**config.mk**
```make
export PLATFORM = sky130hd
export DESIGN_NAME = load_store_unit_flat
export DESIGN_NICKNAME = d
export VERILOG_FILES = /design/src/rtl/load_store_unit_if.sv /design/src/rtl/load_store_unit.sv /design/src/flat_wrapper.sv
export SDC_FILE = /design/constraint.sdc
export NUM_CORES = 1
export LEC_CHECK = 0
export BUFFER_PORTS_ARGS = -buffer_cell sky130_fd_sc_hd__buf_2
export CORE_UTILIZATION = 50
export CTS_CLUSTER_DIAMETER = 200
export DETAILED_ROUTE_END_ITERATION = 7
export HOLD_SLACK_MARGIN = 0.06
export PLACE_DENSITY = 0.78
export SYNTH_ARGS = -nofsm -noshare
export SYNTH_HDL_FRONTEND = slang
export SYNTH_SLANG_ARGS = --single-unit
```
**constraint.sdc**
```tcl
create_clock -name clk -period 4.2 [get_ports clk]
set_clock_uncertainty 0.2 [all_clocks]
set_input_delay 0.21 -clock clk [delete_from_list [all_inputs] [get_ports clk]]
set_output_delay 0.21 -clock clk [all_outputs]
set_load 0.02 [all_outputs]
```
**src/rtl/load_store_unit_if.sv**
```systemverilog
// Request/response and data-RAM signals of the load/store unit, bundled so that
// the core side and the RAM side share one connection point.
interface load_store_unit_if #(
  parameter int ADDRESS_WIDTH = 32
) ();
  logic                     req_valid;
  logic                     req_ready;
  logic                     req_write;
  logic [2:0]               req_funct3;
  logic [ADDRESS_WIDTH-1:0] req_addr;
  logic [31:0]              req_wdata;

  logic                     rsp_valid;
  logic [31:0]              rsp_rdata;
  logic                     rsp_error;

  logic [ADDRESS_WIDTH-1:0] ram_address;
  logic                     ram_write_enable;
  logic [31:0]              ram_wdata;
  logic [31:0]              ram_rdata;

  // The load/store unit itself.
  modport slave (
    input  req_valid, req_write, req_funct3, req_addr, req_wdata, ram_rdata,
    output req_ready, rsp_valid, rsp_rdata, rsp_error,
           ram_address, ram_write_enable, ram_wdata
  );

  // The core plus data RAM surrounding the unit.
  modport master (
    output req_valid, req_write, req_funct3, req_addr, req_wdata, ram_rdata,
    input  req_ready, rsp_valid, rsp_rdata, rsp_error,
           ram_address, ram_write_enable, ram_wdata
  );
endinterface

```
**src/rtl/load_store_unit.sv**
```systemverilog
// RISC-V load/store unit in front of a byte-addressed RAM with a 4-byte write port;
// SB/SH are done as read-modify-write, out-of-range or illegal requests never touch RAM.
module load_store_unit #(
  parameter int                     ADDRESS_WIDTH = 32,
  parameter logic [ADDRESS_WIDTH-1:0] MEM_TOP     = 32'h0001FFFF
) (
  input  logic               clk,
  input  logic               rst,
  load_store_unit_if.slave   bus
);

  typedef enum logic [1:0] {
    S_IDLE  = 2'd0,
    S_READ  = 2'd1,
    S_WRITE = 2'd2,
    S_RESP  = 2'd3
  } state_t;

  localparam logic [2:0] F3_B  = 3'b000;
  localparam logic [2:0] F3_H  = 3'b001;
  localparam logic [2:0] F3_W  = 3'b010;
  localparam logic [2:0] F3_BU = 3'b100;
  localparam logic [2:0] F3_HU = 3'b101;

  state_t                   r_state;
  state_t                   w_state_next;

  logic                     r_write;
  logic [2:0]               r_funct3;
  logic [ADDRESS_WIDTH-1:0] r_addr;
  logic [31:0]              r_wdata;
  logic [31:0]              r_rsp_rdata;
  logic                     r_rsp_error;

  logic [1:0]               w_size_m1;
  logic                     w_funct3_legal;
  logic [ADDRESS_WIDTH:0]   w_last_byte;
  logic                     w_range_err;
  logic                     w_req_err;
  logic                     w_accept;
  logic [31:0]              w_load_data;
  logic [31:0]              w_merged;

  logic                     w_req_ready;
  logic                     w_rsp_valid;
  logic [ADDRESS_WIDTH-1:0] w_ram_address;
  logic                     w_ram_write_enable;
  logic [31:0]              w_ram_wdata;

  // Request classification, only meaningful while IDLE.
  always_comb begin
    w_size_m1      = 2'd0;
    w_funct3_legal = 1'b0;
    case (bus.req_funct3)
      F3_B: begin
        w_size_m1      = 2'd0;
        w_funct3_legal = 1'b1;
      end
      F3_H: begin
        w_size_m1      = 2'd1;
        w_funct3_legal = 1'b1;
      end
      F3_W: begin
        w_size_m1      = 2'd3;
        w_funct3_legal = 1'b1;
      end
      F3_BU: begin
        w_size_m1      = 2'd0;
        w_funct3_legal = !bus.req_write;
      end
      F3_HU: begin
        w_size_m1      = 2'd1;
        w_funct3_legal = !bus.req_write;
      end
      default: begin
        w_size_m1      = 2'd0;
        w_funct3_legal = 1'b0;
      end
    endcase
  end

  // One extra bit so an access straddling the top of the address space cannot wrap.
  assign w_last_byte = {1'b0, bus.req_addr} + {{(ADDRESS_WIDTH-1){1'b0}}, w_size_m1};
  assign w_range_err = w_last_byte > {1'b0, MEM_TOP};
  assign w_req_err   = !w_funct3_legal || w_range_err;
  assign w_accept    = (r_state == S_IDLE) && bus.req_valid;

  always_comb begin
    w_load_data = 32'h0;
    case (r_funct3)
      F3_B:    w_load_data = {{24{bus.ram_rdata[7]}}, bus.ram_rdata[7:0]};
      F3_H:    w_load_data = {{16{bus.ram_rdata[15]}}, bus.ram_rdata[15:0]};
      F3_W:    w_load_data = bus.ram_rdata;
      F3_BU:   w_load_data = {24'h0, bus.ram_rdata[7:0]};
      F3_HU:   w_load_data = {16'h0, bus.ram_rdata[15:0]};
      default: w_load_data = 32'h0;
    endcase
  end

  // Only SB and SH reach the merge, so funct3[0] alone selects half vs byte.
  assign w_merged = r_funct3[0] ? {bus.ram_rdata[31:16], r_wdata[15:0]}
                                : {bus.ram_rdata[31:8],  r_wdata[7:0]};

  always_comb begin
    w_state_next       = r_state;
    w_req_ready        = 1'b0;
    w_rsp_valid        = 1'b0;
    w_ram_address      = '0;
    w_ram_write_enable = 1'b0;
    w_ram_wdata        = 32'h0;
    case (r_state)
      S_IDLE: begin
        w_req_ready = 1'b1;
        if (bus.req_valid) begin
          if (w_req_err) begin
            w_state_next = S_RESP;
          end else if (bus.req_write && (bus.req_funct3 == F3_W)) begin
            w_state_next = S_WRITE;
          end else begin
            w_state_next = S_READ;
          end
        end
      end
      S_READ: begin
        w_ram_address = r_addr;
        w_state_next  = r_write ? S_WRITE : S_RESP;
      end
      S_WRITE: begin
        w_ram_address      = r_addr;
        w_ram_wdata        = r_wdata;
        w_ram_write_enable = !rst;
        w_state_next       = S_RESP;
      end
      S_RESP: begin
        w_rsp_valid  = 1'b1;
        w_state_next = S_IDLE;
      end
      default: begin
        w_state_next = S_IDLE;
      end
    endcase
  end

  always_ff @(posedge clk) begin
    if (rst) begin
      r_state <= S_IDLE;
    end else begin
      r_state <= w_state_next;
    end
  end

  // Response registers change only on the edge that enters RESP, so they hold
  // their value between responses.
  always_ff @(posedge clk) begin
    if (rst) begin
      r_write     <= 1'b0;
      r_funct3    <= 3'b000;
      r_addr      <= '0;
      r_wdata     <= 32'h0;
      r_rsp_rdata <= 32'h0;
      r_rsp_error <= 1'b0;
    end else begin
      case (r_state)
        S_IDLE: begin
          if (w_accept) begin
            r_write  <= bus.req_write;
            r_funct3 <= bus.req_funct3;
            r_addr   <= bus.req_addr;
            r_wdata  <= bus.req_wdata;
            if (w_req_err) begin
              r_rsp_rdata <= 32'h0;
              r_rsp_error <= 1'b1;
            end
          end
        end
        S_READ: begin
          if (r_write) begin
            r_wdata <= w_merged;
          end else begin
            r_rsp_rdata <= w_load_data;
            r_rsp_error <= 1'b0;
          end
        end
        S_WRITE: begin
          r_rsp_rdata <= 32'h0;
          r_rsp_error <= 1'b0;
        end
        default: begin
        end
      endcase
    end
  end

  assign bus.req_ready        = w_req_ready;
  assign bus.rsp_valid        = w_rsp_valid;
  assign bus.rsp_rdata        = r_rsp_rdata;
  assign bus.rsp_error        = r_rsp_error;
  assign bus.ram_address      = w_ram_address;
  assign bus.ram_write_enable = w_ram_write_enable;
  assign bus.ram_wdata        = w_ram_wdata;

endmodule

```
**src/flat_wrapper.sv**
```systemverilog
// flat-port wrapper written by rule: the top's interface ports become plain ports
module load_store_unit_flat 
#(
  parameter int                     ADDRESS_WIDTH = 32,
  parameter logic [ADDRESS_WIDTH-1:0] MEM_TOP     = 32'h0001FFFF
)
  (clk, rst, bus_req_valid, bus_req_write, bus_req_funct3, bus_req_addr, bus_req_wdata, bus_ram_rdata, bus_req_ready, bus_rsp_valid, bus_rsp_rdata, bus_rsp_error, bus_ram_address, bus_ram_write_enable, bus_ram_wdata);
  load_store_unit_if #(.ADDRESS_WIDTH(ADDRESS_WIDTH)) bus_i ();
  input  logic clk;
  input  logic rst;
  input wire logic [$bits(bus_i.req_valid)-1:0] bus_req_valid;
  input wire logic [$bits(bus_i.req_write)-1:0] bus_req_write;
  input wire logic [$bits(bus_i.req_funct3)-1:0] bus_req_funct3;
  input wire logic [$bits(bus_i.req_addr)-1:0] bus_req_addr;
  input wire logic [$bits(bus_i.req_wdata)-1:0] bus_req_wdata;
  input wire logic [$bits(bus_i.ram_rdata)-1:0] bus_ram_rdata;
  output wire logic [$bits(bus_i.req_ready)-1:0] bus_req_ready;
  output wire logic [$bits(bus_i.rsp_valid)-1:0] bus_rsp_valid;
  output wire logic [$bits(bus_i.rsp_rdata)-1:0] bus_rsp_rdata;
  output wire logic [$bits(bus_i.rsp_error)-1:0] bus_rsp_error;
  output wire logic [$bits(bus_i.ram_address)-1:0] bus_ram_address;
  output wire logic [$bits(bus_i.ram_write_enable)-1:0] bus_ram_write_enable;
  output wire logic [$bits(bus_i.ram_wdata)-1:0] bus_ram_wdata;
  assign bus_i.req_valid = bus_req_valid;
  assign bus_i.req_write = bus_req_write;
  assign bus_i.req_funct3 = bus_req_funct3;
  assign bus_i.req_addr = bus_req_addr;
  assign bus_i.req_wdata = bus_req_wdata;
  assign bus_i.ram_rdata = bus_ram_rdata;
  assign bus_req_ready = bus_i.req_ready;
  assign bus_rsp_valid = bus_i.rsp_valid;
  assign bus_rsp_rdata = bus_i.rsp_rdata;
  assign bus_rsp_error = bus_i.rsp_error;
  assign bus_ram_address = bus_i.ram_address;
  assign bus_ram_write_enable = bus_i.ram_write_enable;
  assign bus_ram_wdata = bus_i.ram_wdata;
  load_store_unit #(.ADDRESS_WIDTH(ADDRESS_WIDTH), .MEM_TOP(MEM_TOP)) u_core (.clk(clk), .rst(rst), .bus(bus_i));
endmodule
```
==> metrics <==
design area 0.00764 mm^2; Worst VDD drop 0.320 mV; Detail Route Antenna Nets 0; CTS Buf Count 9; Power, Total 4.01 mW; Worst Path Arrival 3.98 ns; initial antenna violation count 1; Crit. End Element flip-flop; Core Region 0.0104 mm^2; most frequent cells in the layout buf_2, nand2_1, dfxtp_1; Crit path max-delay family simple AND/OR/NAND/NOR gates; final setup vio count 0; largest net degree at the start of global routing 61; Die X 106 um; Reg clk slew, reported paths 0.12 ns; post-synthesis compound-gate area fraction 13.2%; post-synthesis simple-gate area fraction 29.2%; I/O pin count 203; Critical Path Most Common Cell buf_4; max_cap viols 0; Fin Setup TNS 0 ns; measured slew at the worst slew-check pin 1.24 ns; postcts setup bufs 0; Final Hold Fails 0; worst reg2reg path startpoint u_core.r_state[0]; xor/xnor share of the synthesized area 0.807%; hold path cells 3; slowest library cell on the worst path or4b_2; # rows 37; die height 106 um; gp weighted congestion 0.902; worst-path maximum fanout 18; Final Max Tran Viols 0; outcome finished clean; Vias 5774; Crit Reg-Reg Endpoint u_core.r_wdata[8]; leakage 3.46 nW; first-pass GRT wire length 27400 um; Final Non-Filler Cells 1079; FF-to-FF path depth 8; f_max 0.258 GHz; syn_nets 780; TritonRoute pass-1 iters 7; PortBufs 202; Initial Util 52.1%; unrepaired setup endpoints after global routing no; synth warn 0; Layout area overhead 40.9%; ys flop type dfxtp_1; reg-to-reg slack, setup 1.02 ns; Pwr Density 525 mW/mm^2; minimum clock period 3.87 ns; Hold Path Class in2reg; DR WL/cell 16.0 um; crit path cell chain dlygate4sd3_1, buf_2, inv_1, nor3_1, buf_4, ha_1, a21oi_1, or4b_2, or3_1, nand3_1, nor4b_2, nand4_1, and3_4, buf_4, mux2i_1; critical path class in2reg; mux cell area share after synthesis 12.5%; Post-Synth Adder-Cell Area 1.98%; main combinational cell family by area after synthesis simple AND/OR/NAND/NOR gates; Max-slew headroom 16.9%; cells after synthesis 669; gr ovfl total 0; clk sink count 103; hold slack 0.0621 ns; dpl cell area 0.00645 mm^2; CTS Root Buffer Type clkbuf_8; sequential area share after synthesis 38.0%; hold_sp bus_ram_rdata[29]; HPWL Detailed 11000 um; initial drt markers 421; max incr delay on CP 0.68 ns; total wire length 17200 um; Placed Cells 964; Synth cell types 43; fillers 799; asr flop ratio synth 0%; hold endpoint u_core.r_wdata[29]; clk_lat worst skew 0.37 ns; Synth Cell Area 0.00543 mm^2; buffers plus inverters on the worst setup path 5; vias in the first global route 5614; Total Routing Usage GR 30.7%; H-tree depth 3; CTS tree done; Nets 1048; Post-route DRC 0; Tcrit/Tclk final 92.1%; most common cell after layout, fill and taps aside buf_2; clk buf depth 2; fraction of layout cells with a size suffix above 1 26.6%; number of synthesized flops with an enable pin 0; die area 0.0113 mm^2; Synth Register Bits 103; syn_area_per_cell 8.11 um^2; Critical Path RT 4.31 ns; CP Launch Type input pin; via/cell ratio 5.35
==> sequential cells by signal (all words and copies together) (netlist names) <==
| register | flops |
|---|---|
| u_core.r_wdata | 32 |
| u_core.r_addr | 32 |
| u_core.bus.rsp_error | 1 |
| u_core.r_write | 1 |
| u_core.r_state | 2 |
| u_core.r_funct3 | 3 |
| u_core.bus.rsp_rdata | 32 |
==> worst reg2reg max path: stages (launching register included) <==
cell	delay, ns
dfxtp_1	0.40
inv_1	0.10
ha_1	0.33
nor2b_1	0.21
nor3_2	0.17
buf_4	0.33
a21boi_1	0.94
nor2_1	0.12
a211oi_1	0.29
==> repair_timing <==
action | CTS | global route
hold buffers | 98 | 0
gates resized for setup | 0 | 1
endpoints found under the setup margin | 0 | 16
endpoints found under the hold margin | 77 | 0
==> metrics by stage <==
stage	setup slack (ns)	utilization, %
6_report	0.330	73.4
5_1_grt	0.0948	73.4
4_1_cts	0.232	73.3
3_5_place_dp	0.379	62.0
3_3_place_gp	0.540	62.0
2_1_floorplan	0.747	-
==> how the worst max path moves through the flow <==
stage	startpoint	cells after the start	slack, ns	end
floorplan	bus_req_funct3[1]	14	0.75	u_core.bus.rsp_rdata[18]
global placement	bus_req_funct3[1]	14	0.54	u_core.bus.rsp_rdata[13]
detailed placement	bus_req_funct3[1]	14	0.38	u_core.bus.rsp_rdata[8]
CTS	bus_req_funct3[1]	15	0.23	u_core.bus.rsp_rdata[8]
global route	bus_req_funct3[1]	15	0.09	u_core.bus.rsp_rdata[8]
finish	bus_req_funct3[1]	15	0.33	u_core.bus.rsp_rdata[8]
==> cell usage after synthesis (2+ instances only) <==
| library cell | n | area, um^2 |
|---|---|---|
| a211oi_1 | 25 | 188 |
| a21oi_1 | 74 | 370 |
| a41o_1 | 2 | 20.0 |
| and2_1 | 67 | 419 |
| and3_1 | 2 | 12.5 |
| buf_1 | 5 | 18.8 |
| buf_2 | 2 | 10.0 |
| buf_6 | 3 | 33.8 |
| clkbuf_1 | 39 | 146 |
| dfxtp_1 | 103 | 2060 |
| ha_1 | 7 | 87.6 |
| inv_1 | 6 | 22.5 |
| mux2_2 | 4 | 45.0 |
| mux2_4 | 13 | 195 |
| mux2i_1 | 44 | 440 |
| nand2_1 | 120 | 450 |
| nand2b_1 | 19 | 119 |
| nand3_1 | 7 | 35.0 |
| nand4_1 | 8 | 50.1 |
| nor2_1 | 40 | 150 |
| nor2b_1 | 21 | 131 |
| nor3_1 | 8 | 40.0 |
| nor3b_1 | 8 | 60.1 |
| o21ai_0 | 15 | 75.1 |
| or2_2 | 2 | 12.5 |
| or3_1 | 4 | 25.0 |
| or4_1 | 2 | 15.0 |
| xnor2_1 | 3 | 26.3 |
| xor2_1 | 2 | 17.5 |
==> power breakdown <==
group | switching [mW] | internal (mW) | leakage (nW)
registers | 0.130 | 1.23 | 0.843
clock network | 0.364 | 0.283 | 0.106
logic | 1.22 | 0.790 | 2.51
total | 1.71 | 2.30 | 3.46
==> metal layers <==
metal	part of all wire (%)	track usage [%]
met1	41	36.8
met2	48	52.3
met4	3.6	12.9
met5	0	0
met3	7.6	7.23
==> layout make-up <==
class                           count  area [um^2]  share of cell area (%)
Tap cell                          136          170                    2.23
Antenna cell                        1         2.50                  0.0327
Inverter                            6         22.5                   0.295
Clock buffer                        9          124                    1.62
Sequential cell                   103         2060                    27.0
Timing Repair Buffer              306         2040                    26.7
Clock inverter                      7         77.6                    1.02
Multi-Input combinational cell    511         3140                    41.1
==> cells by family after synthesis <==
family                     after synthesis
and+or+nand+nor                        314
AOI/OAI and AO/OA                      123
DFF                                    103
muxes                                   61
buffers and inverters                   55
adders and majority gates                8
xor gates and xnor gates                 5
No activity file was read; power rests on OpenSTA's default activity.
